`src/rtl/ram_port_arbiter.sv`:
```
// rtl/ram_port_arbiter.sv - two-port req/ack arbiter in front of a single-port data RAM
module ram_port_arbiter #(
    parameter int ADDR_W    = 32,
    parameter int READ_LAT  = 1,
    parameter int FIXED_PRI = 0
) (
    input  logic              CLK,
    input  logic              RST,
    input  logic              req0,
    input  logic [ADDR_W-1:0] addr0,
    input  logic              we0,
    input  logic [31:0]       wdata0,
    output logic              ack0,
    input  logic              req1,
    input  logic [ADDR_W-1:0] addr1,
    input  logic              we1,
    input  logic [31:0]       wdata1,
    output logic              ack1,
    output logic [31:0]       rdata,
    output logic              err,
    output logic              busy,
    output logic              gnt,
    output logic [ADDR_W-1:0] mem_addr,
    output logic              mem_we,
    output logic              mem_cs,
    output logic [31:0]       mem_wdata,
    input  logic [31:0]       mem_rdata
);

    typedef enum logic [1:0] {S_IDLE, S_ACCESS, S_WAIT, S_ACK} state_t;

    localparam logic [1:0] WAIT_INIT = 2'((READ_LAT > 0) ? READ_LAT - 1 : 0);

    state_t            state_q, state_d;
    logic              gnt_q, gnt_d;
    logic              we_q, we_d;
    logic              mis_q, mis_d;
    logic [1:0]        cnt_q, cnt_d;
    logic              ack0_q, ack0_d;
    logic              ack1_q, ack1_d;
    logic              err_q, err_d;
    logic [31:0]       rdata_q, rdata_d;
    logic [ADDR_W-1:0] mem_addr_q, mem_addr_d;
    logic              mem_we_q, mem_we_d;
    logic              mem_cs_q, mem_cs_d;
    logic [31:0]       mem_wdata_q, mem_wdata_d;

    logic              win;
    logic [ADDR_W-1:0] sel_addr;
    logic              sel_we;
    logic [31:0]       sel_wdata;
    logic              sel_mis;

    // Round-robin favours the port that was not granted last; gnt resets to 1 so port 0 goes first.
    always_comb begin
        win = 1'b0;
        if (FIXED_PRI != 0) begin
            win = !req0;
        end else if (req0 && req1) begin
            win = !gnt_q;
        end else begin
            win = req1;
        end
    end

    assign sel_addr  = win ? addr1  : addr0;
    assign sel_we    = win ? we1    : we0;
    assign sel_wdata = win ? wdata1 : wdata0;
    assign sel_mis   = (sel_addr[1:0] != 2'b00);

    always_comb begin
        state_d     = state_q;
        gnt_d       = gnt_q;
        we_d        = we_q;
        mis_d       = mis_q;
        cnt_d       = cnt_q;
        ack0_d      = 1'b0;
        ack1_d      = 1'b0;
        err_d       = 1'b0;
        rdata_d     = rdata_q;
        mem_addr_d  = mem_addr_q;
        mem_we_d    = 1'b0;
        mem_cs_d    = 1'b0;
        mem_wdata_d = mem_wdata_q;
        case (state_q)
            S_IDLE: begin
                if (req0 || req1) begin
                    gnt_d       = win;
                    we_d        = sel_we;
                    mis_d       = sel_mis;
                    mem_addr_d  = sel_addr;
                    mem_wdata_d = sel_wdata;
                    mem_cs_d    = !sel_mis;
                    mem_we_d    = !sel_mis && sel_we;
                    state_d     = S_ACCESS;
                end
            end
            S_ACCESS: begin
                if (mis_q || we_q || READ_LAT == 0) begin
                    err_d   = mis_q;
                    ack0_d  = !gnt_q;
                    ack1_d  = gnt_q;
                    state_d = S_ACK;
                    if (!mis_q && !we_q) begin
                        rdata_d = mem_rdata;
                    end
                end else begin
                    cnt_d   = WAIT_INIT;
                    state_d = S_WAIT;
                end
            end
            S_WAIT: begin
                if (cnt_q == 2'd0) begin
                    rdata_d = mem_rdata;
                    ack0_d  = !gnt_q;
                    ack1_d  = gnt_q;
                    state_d = S_ACK;
                end else begin
                    cnt_d = cnt_q - 2'd1;
                end
            end
            S_ACK: begin
                state_d = S_IDLE;
            end
            default: begin
                state_d = S_IDLE;
            end
        endcase
    end

    always_ff @(posedge CLK or negedge RST) begin
        if (!RST) begin
            state_q     <= S_IDLE;
            gnt_q       <= 1'b1;
            we_q        <= 1'b0;
            mis_q       <= 1'b0;
            cnt_q       <= 2'd0;
            ack0_q      <= 1'b0;
            ack1_q      <= 1'b0;
            err_q       <= 1'b0;
            rdata_q     <= 32'd0;
            mem_addr_q  <= '0;
            mem_we_q    <= 1'b0;
            mem_cs_q    <= 1'b0;
            mem_wdata_q <= 32'd0;
        end else begin
            state_q     <= state_d;
            gnt_q       <= gnt_d;
            we_q        <= we_d;
            mis_q       <= mis_d;
            cnt_q       <= cnt_d;
            ack0_q      <= ack0_d;
            ack1_q      <= ack1_d;
            err_q       <= err_d;
            rdata_q     <= rdata_d;
            mem_addr_q  <= mem_addr_d;
            mem_we_q    <= mem_we_d;
            mem_cs_q    <= mem_cs_d;
            mem_wdata_q <= mem_wdata_d;
        end
    end

    assign ack0      = ack0_q;
    assign ack1      = ack1_q;
    assign err       = err_q;
    assign rdata     = rdata_q;
    assign busy      = (state_q != S_IDLE);
    assign gnt       = gnt_q;
    assign mem_addr  = mem_addr_q;
    assign mem_we    = mem_we_q;
    assign mem_cs    = mem_cs_q;
    assign mem_wdata = mem_wdata_q;

endmodule

```
`config.mk`:
```
export PLATFORM = sky130hd
export DESIGN_NAME = ram_port_arbiter
export DESIGN_NICKNAME = d
export VERILOG_FILES = /design/src/rtl/ram_port_arbiter.sv
export SDC_FILE = /design/constraint.sdc
export NUM_CORES = 1
export LEC_CHECK = 0
export BUFFER_PORTS_ARGS = -buffer_cell sky130_fd_sc_hd__buf_2
export CAP_MARGIN = 10
export CORE_UTILIZATION = 30
export CTS_CLUSTER_DIAMETER = 50
export DETAILED_ROUTE_END_ITERATION = 10
export GPL_TIMING_DRIVEN = 0
export SLEW_MARGIN = 20
export SYNTH_ARGS = -nofsm -noshare
export SYNTH_HDL_FRONTEND = slang
export SYNTH_SLANG_ARGS = --single-unit
```
`constraint.sdc`:
```
create_clock -name CLK -period 2.3 [get_ports CLK]
set_input_delay 0.46 -clock CLK [delete_from_list [all_inputs] [get_ports CLK]]
set_output_delay 0.46 -clock CLK [all_outputs]
set_load 0.01 [all_outputs]
```
==> metrics.log, run 1 <==
[metrics] result of the run: complete, no violations
[metrics] Remaining DRCs: 0
[metrics] sum of net half-perimeters after detailed placement: 10.2 mm
[metrics] number of slew-limit violations in the final report: 0
[metrics] Slowest cell on crit path: sky130_fd_sc_hd__buf_1
[metrics] Syn Inst Count: 401
[metrics] Total Negative Setup Slacks: 0 ns
[metrics] vias after detailed routing: 4029
[metrics] remaining global-route overflow: 0
[metrics] number of max-capacitance violations reported: 0
[metrics] # rows: 45
[metrics] flop2flop setup slack: 0.34 ns
[metrics] post-CTS resize count: 0
[metrics] die width: 127 um
[metrics] first-pass GRT wire length: 20.1 mm
[metrics] number of global-route vias before repair: 3953
[metrics] Data required, critical path: 2.56 ns
[metrics] number of clock sinks: 108
[metrics] worst skew pair latency: 0.34 ns
[metrics] initial antenna violation count: 1
[metrics] unique cell type count in the Yosys netlist: 31
[metrics] Clock transition at path regs: 0.07 ns
[metrics] Clock Skews: 0.00498 ns
[metrics] CP Capture Type: flip-flop
[metrics] max-slew headroom at the worst pin: 0.618
[metrics] area of the core: 15300 um^2
[metrics] class of the most critical setup path: reg -> reg
[metrics] Reg-to-Reg End: mem_addr[30]$_DFFE_PN0P_
[metrics] Post-DRT Antenna Nets: 0
[metrics] DRC violation total after the first TritonRoute iteration: 107
[metrics] mean instance size in the synthesized netlist: 11.7 um^2
[metrics] HP Class: in -> async
[metrics] overall track demand over capacity in global routing: 0.162
[metrics] die outline area: 16200 um^2
[metrics] largest family of logic cells by synthesized area: multiplexers
[metrics] leakage power figure: 0.00343 uW
[metrics] post-CTS repair timing setup buffer count: 0
[metrics] Reg-to-Reg Start: state_q[0]$_DFFE_PN0P_
[metrics] clock tree root buffer cell: sky130_fd_sc_hd__clkbuf_16
[metrics] Syn Nets: 571
[metrics] flip-flop and latch count after synthesis: 108
[metrics] Routed Wire Length: 13.0 mm
[metrics] kind of cell adding the most delay to the critical path: buffers and inverters
[metrics] compound-gate portion of the synthesized area: 0.0946
[metrics] sequential fraction of the synthesis area: 0.574
[metrics] leading cell types in the layout, fill and taps excluded: sky130_fd_sc_hd__buf_2 (271), sky130_fd_sc_hd__dfrtp_1 (107), sky130_fd_sc_hd__nand2_1 (67)
[metrics] hold buffer count at cts: 0
[metrics] Antenna diodes: 0
[metrics] Initial Util: 0.308
[metrics] via count normalized by instance count: 4.49
[metrics] crit share post-route: 0.854
[metrics] CTS Buf Count: 9
[metrics] Detailed Routing Iterations Pass 1: 4
[metrics] critical path peak fanout: 10
[metrics] Tightest Pin Transition: 0.566 ns
[metrics] Largest stage delay, worst path: 0.46 ns
[metrics] Max Root-Sink Buffers: 2
[metrics] height of the die: 127 um
[metrics] area growth from synthesis to layout: 41.1%
[metrics] CTS H-tree lvls: 3
[metrics] count of input and output buffers: 268
[metrics] final weighted congestion in routability-driven placement: 0.784
[metrics] Worst Path Buf+Inv: 3
[metrics] count of flip-flops with a built-in enable after synthesis: 0
[metrics] RSZ-0062 raised after global routing: false
[metrics] multiplexer fraction of the synthesized cell area: 0.220
[metrics] power per standard cell area: 1260 nW/um^2
[metrics] fraction of the mapped netlist area in simple logic gates: 0.0662
[metrics] arrival time of data at the critical path endpoint: 2.22 ns
[metrics] I/O pins: 269
[metrics] count of non-filler cells in the finished layout: 897
[metrics] total of warnings raised by yosys: 0
[metrics] Nets: 851
[metrics] commonest non-fill, non-tap cell in the layout: sky130_fd_sc_hd__buf_2
[metrics] Highest Clock Rate: 509 MHz
[metrics] type of element launching the critical path: flip-flop
[metrics] crit-path cells: inv_1, ha_1, o21ai_2, buf_2, buf_1, nand2_1, o21ai_0
[metrics] final setup violating endpoints: 0
[metrics] final critical-path required period: 1.96 ns
[metrics] number of hold violations in the final report: 0
[metrics] largest net degree at the start of global routing: 59
[metrics] Routed WL per cell: 14.5 um
[metrics] top_reg_cell synth: sky130_fd_sc_hd__dfrtp_1
[metrics] worst vdd ir: 0.502 mV
[metrics] FF-to-FF path depth: 7
[metrics] fin area: 6640 um^2
[metrics] DP Cell Count: 881
[metrics] adder-cell share of the synthesized area: 0.0106
[metrics] fraction of registers with async set/reset: 1.00
[metrics] clock tree from TritonCTS: built
[metrics] cell area after technology mapping: 4710 um^2
[metrics] Cell Area, Placed: 6350 um^2
[metrics] fraction of synthesized cell area in xor and xnor cells: 0
[metrics] fraction of layout cells with a size suffix above 1: 0.487
-- registers in the layout, indices dropped and copies added (netlist names) --
register / cells
ack0: 1
gnt: 1
mem_cs: 1
state_q: 2
rdata: 32
ack1: 1
mis_q: 1
err: 1
mem_we: 1
mem_addr: 32
cnt_q: 2
mem_wdata: 32
we_q: 1
-- logic make-up after synthesis --
kind of cell	Yosys count
fa+ha+maj	4
buf+inv	30
simple gates	79
flops	108
mux	99
compound gates	81
-- worst max-delay path by stage --
stage / startpoint / endpoint / slack, ns / cells past startpoint
after detailed placement: req1 / mem_addr[10]$_DFFE_PN0P_ / 0.11 / 5
final: state_q[0]$_DFFE_PN0P_ / mem_addr[30]$_DFFE_PN0P_ / 0.34 / 7
after CTS: state_q[0]$_DFFE_PN0P_ / mem_addr[10]$_DFFE_PN0P_ / 0.11 / 6
after global routing: state_q[0]$_DFFE_PN0P_ / mem_addr[7]$_DFFE_PN0P_ / 0.08 / 6
after global placement: RST / mem_wdata[10]$_DFFE_PN0P_ / -0.49 / 1
after floorplan: state_q[0]$_DFFE_PN0P_ / rdata[0]$_DFFE_PN0P_ / 0.76 / 5
-- cell type report --
class / instances / area [um^2]
fillers: 1493 / 8620
flip-flops and latches: 108 / 2700
multi-input cells: 263 / 1840
repair buffers: 269 / 1380
well taps: 211 / 264
clock buffers: 10 / 229
plain buffers: 24 / 141
clock inverters: 6 / 63.8
inverters: 6 / 22.5
-- synth_stat cells, drive strengths merged, types with 2 or more instances --
cell	count	share of area
clkbuf	8	0.0064
a31oi	2	0.0027
nand2	67	0.053
nand2b	2	0.0027
nor2	6	0.0048
buf	16	0.023
a22o	2	0.0037
mux2	34	0.081
inv	6	0.0048
mux2i	65	0.14
o21ai	69	0.074
dfrtp	107	0.57
ha	4	0.011
-- through the flow --
stage | hold slack, ns | power (uW) | utilization | worst slack [ns]
floorplan | 0.164 | 5360 | - | 0.765
global placement | 0.459 | 6850 | 0.414 | -0.487
detailed placement | 0.444 | 6980 | 0.416 | 0.112
CTS | 0.0678 | 8550 | 0.435 | 0.112
global route | 0.0831 | 9060 | 0.435 | 0.0775
finish | 0.0596 | 8390 | 0.435 | 0.336
-- report_power, final --
part           leakage (uW)  internal [uW]  switching (uW)
clock              0.000139            845             682
sequential          0.00132           2820             466
combinational       0.00198           1620            1960
-- routing by layer --
layer | vias up | wire, um | part of all wire | track usage
met5 | - | 13 | 0.0010 | 0
met1 | 1854 | 5450 | 0.42 | 0.193
met3 | 16 | 893 | 0.069 | 0.0369
met2 | 201 | 6380 | 0.49 | 0.282
met4 | 2 | 231 | 0.018 | 0.0700
li1 | 1956 | - | - | -
Power figures use the tool's default switching activity.
==> run 2, diff against run 1 <==
REMOVE_ABC_BUFFERS = 1   (was unset)
==> metrics.log, run 2 (synthesis gave the netlist of run 1 again) <==
[metrics] Tightest Pin Transition: 0.740 ns (+0.173 ns)
[metrics] number of hold violations in the final report: 0 (unchanged)
[metrics] remaining global-route overflow: 0 (unchanged)
[metrics] Largest stage delay, worst path: 0.41 ns (-0.05 ns)
[metrics] sum of net half-perimeters after detailed placement: 9.00 mm (-12%)
[metrics] net switching component of the power: 3070 uW (-1.2%)
[metrics] final setup margin: 0.342 ns (+0.00611 ns)
[metrics] die outline area: 16200 um^2 (unchanged)
[metrics] RSZ-0062 raised after global routing: false
[metrics] Clock transition at path regs: 0.07 ns (about the same)
[metrics] Highest Clock Rate: 511 MHz (+0.31%)
[metrics] die width: 127 um (unchanged)
[metrics] leading cell types in the layout, fill and taps excluded: sky130_fd_sc_hd__buf_2 (267), sky130_fd_sc_hd__dfrtp_1 (107), sky130_fd_sc_hd__nand2_1 (67)
[metrics] Detailed Routing Iterations Pass 1: 4 (unchanged)
[metrics] first-pass GRT wire length: 18.1 mm (-10%)
[metrics] share of total power consumed by net switching: 0.361 (-0.00882)
[metrics] post-layout util: 0.443 (+0.00787)
[metrics] hold slack: 0.0411 ns (-0.0186 ns)
[metrics] number of global-route vias before repair: 3716 (-6.0%)
[metrics] crit-path cells: inv_1, ha_1, o21ai_4, buf_16, buf_16, buf_16, o21ai_0
[metrics] Routed WL per cell: 13.0 um (-10%)
[metrics] pre-CTS setup slack: 0.101 ns (-0.0107 ns)
[metrics] arrival time of data at the critical path endpoint: 2.18 ns (-0.04 ns)
[metrics] HP Class: in -> async
[metrics] power per standard cell area: 1260 nW/um^2 (-0.61%)
[metrics] Routed Wire Length: 11.5 mm (-11%)
[metrics] DP Cell Count: 865 (-1.8%)
[metrics] clock tree from TritonCTS: built
[metrics] final weighted congestion in routability-driven placement: 0.724 (-7.8%)
[metrics] DRC violation total after the first TritonRoute iteration: 77 (-28%)
[metrics] I/O pins: 269 (unchanged)
[metrics] clock network fraction of design power: 0.175 (-0.007)
[metrics] CP Capture Type: flip-flop
[metrics] Total Negative Setup Slacks: 0 ns (unchanged)
[metrics] height of the die: 127 um (unchanged)
[metrics] Gate power share: 0.436 (+0.010)
[metrics] count of input and output buffers: 268 (unchanged)
[metrics] Initial Util: 0.308 (unchanged)
[metrics] Int Pwr: 5420 uW (+2.6%)
[metrics] result of the run: complete, no violations
[metrics] number of clock sinks: 108 (unchanged)
[metrics] number of max-capacitance violations reported: 0 (unchanged)
[metrics] fill cell count: 1456 (-2.5%)
[metrics] crit share post-route: 0.851 (-0.00266)
[metrics] count of non-filler cells in the finished layout: 887 (-1.1%)
[metrics] Slowest cell on crit path: sky130_fd_sc_hd__dfrtp_1
[metrics] fraction of layout cells with a size suffix above 1: 0.497 (+0.0102)
[metrics] Reg-to-Reg End: mem_wdata[1]$_DFFE_PN0P_
[metrics] Worst Path Buf+Inv: 4 (+1)
[metrics] Nets: 841 (-1.2%)
[metrics] Reg-to-Reg Start: state_q[0]$_DFFE_PN0P_
[metrics] initial antenna violation count: 0 (-1)
[metrics] Post-DRT Antenna Nets: 0 (unchanged)
[metrics] vias after detailed routing: 3867 (-4.0%)
[metrics] kind of cell adding the most delay to the critical path: buffers and inverters
[metrics] FF-to-FF path depth: 7 (unchanged)
[metrics] overall track demand over capacity in global routing: 0.144 (-0.0186)
[metrics] CTS H-tree lvls: 3 (unchanged)
[metrics] flop2flop setup slack: 0.34 ns (about the same)
[metrics] type of element launching the critical path: flip-flop
[metrics] final critical-path required period: 1.96 ns (-0.00611 ns)
[metrics] commonest non-fill, non-tap cell in the layout: sky130_fd_sc_hd__buf_2
[metrics] area of the core: 15300 um^2 (unchanged)
[metrics] Clock Skews: 0.00789 ns (+0.00291 ns)
[metrics] Antenna diodes: 0 (unchanged)
[metrics] worst vdd ir: 0.525 mV (+4.6%)
[metrics] via count normalized by instance count: 4.36 (-2.9%)
[metrics] CTS Buf Count: 9 (unchanged)
[metrics] critical path peak fanout: 39 (+29)
[metrics] number of slew-limit violations in the final report: 0 (unchanged)
[metrics] final setup violating endpoints: 0 (unchanged)
[metrics] # rows: 45 (unchanged)
[metrics] power share of the sequential group: 0.388 (-0.004)
[metrics] clock tree root buffer cell: sky130_fd_sc_hd__clkbuf_16
[metrics] Max Root-Sink Buffers: 2 (unchanged)
[metrics] area growth from synthesis to layout: 43.6%
[metrics] leakage power figure: 0.00349 uW (+1.7%)
[metrics] hold buffer count at cts: 0 (unchanged)
[metrics] worst skew pair latency: 0.34 ns (about the same)
[metrics] Remaining DRCs: 0 (unchanged)
[metrics] max-slew headroom at the worst pin: 0.506 (-0.112)
[metrics] Data required, critical path: 2.52 ns (-0.04 ns)
[metrics] Crit path top cell by count: sky130_fd_sc_hd__buf_16
[metrics] class of the most critical setup path: reg -> reg
[metrics] largest net degree at the start of global routing: 60 (+1.7%)
==> run 2: final cells by class <==
cell class,count,area (um^2),share of cell area
flip-flops and latches,108,2700,0.400
repair buffers,283,1620,0.240
clock buffers,12,256,0.0379
clock inverters,4,33.8,0.00500
well taps,211,264,0.0391
multi-input cells,263,1860,0.274
inverters,6,22.5,0.00333
==> run 2: stage by stage <==
stage / cell area (um^2) / power [uW]
2_1_floorplan: 4570 / 5340
3_3_place_gp: 6170 / 6760
3_5_place_dp: 6420 / 7040
4_1_cts: 6720 / 8570
5_1_grt: 6760 / 9140
6_report: 6760 / 8490
==> run 2: layer usage <==
metal,GRT usage,up-vias,share of wire
met1,0.166,1757,0.41
li1,-,1930,-
met4,0.0525,0,0.014
met5,0,-,0
met3,0.0427,8,0.075
met2,0.252,172,0.50
==> run 2: worst max-delay path by stage <==
stage	from	depth (start not counted)	slack, ns	to
2_1_floorplan	gnt$_DFFE_PN1P_	3	-1.66	mis_q$_DFFE_PN0P_
3_3_place_gp	req1	4	-2.62	mis_q$_DFFE_PN0P_
3_5_place_dp	state_q[0]$_DFFE_PN0P_	5	0.10	rdata[22]$_DFFE_PN0P_
4_1_cts	state_q[0]$_DFFE_PN0P_	5	0.09	rdata[22]$_DFFE_PN0P_
5_1_grt	state_q[0]$_DFFE_PN0P_	7	0.15	mem_addr[12]$_DFFE_PN0P_
6_report	state_q[0]$_DFFE_PN0P_	7	0.34	mem_wdata[1]$_DFFE_PN0P_
==> run 2: power by group through the flow <==
| stage | Clock (uW) | Sequential (uW) | Combinational [uW] |
|---|---|---|---|
| finish | 1490 | 3300 | 3710 |
| global placement | 0 | 3270 | 3490 |
| global route | 1620 | 3410 | 4110 |
| CTS | 1550 | 3310 | 3710 |
| detailed placement | 0 | 3320 | 3720 |
| floorplan | 0 | 3710 | 1630 |
==> run 2: repair_timing <==
item	CTS	global route
endpoints found under the setup margin	0	17
gates resized for setup	0	0
buffers inserted	0	6
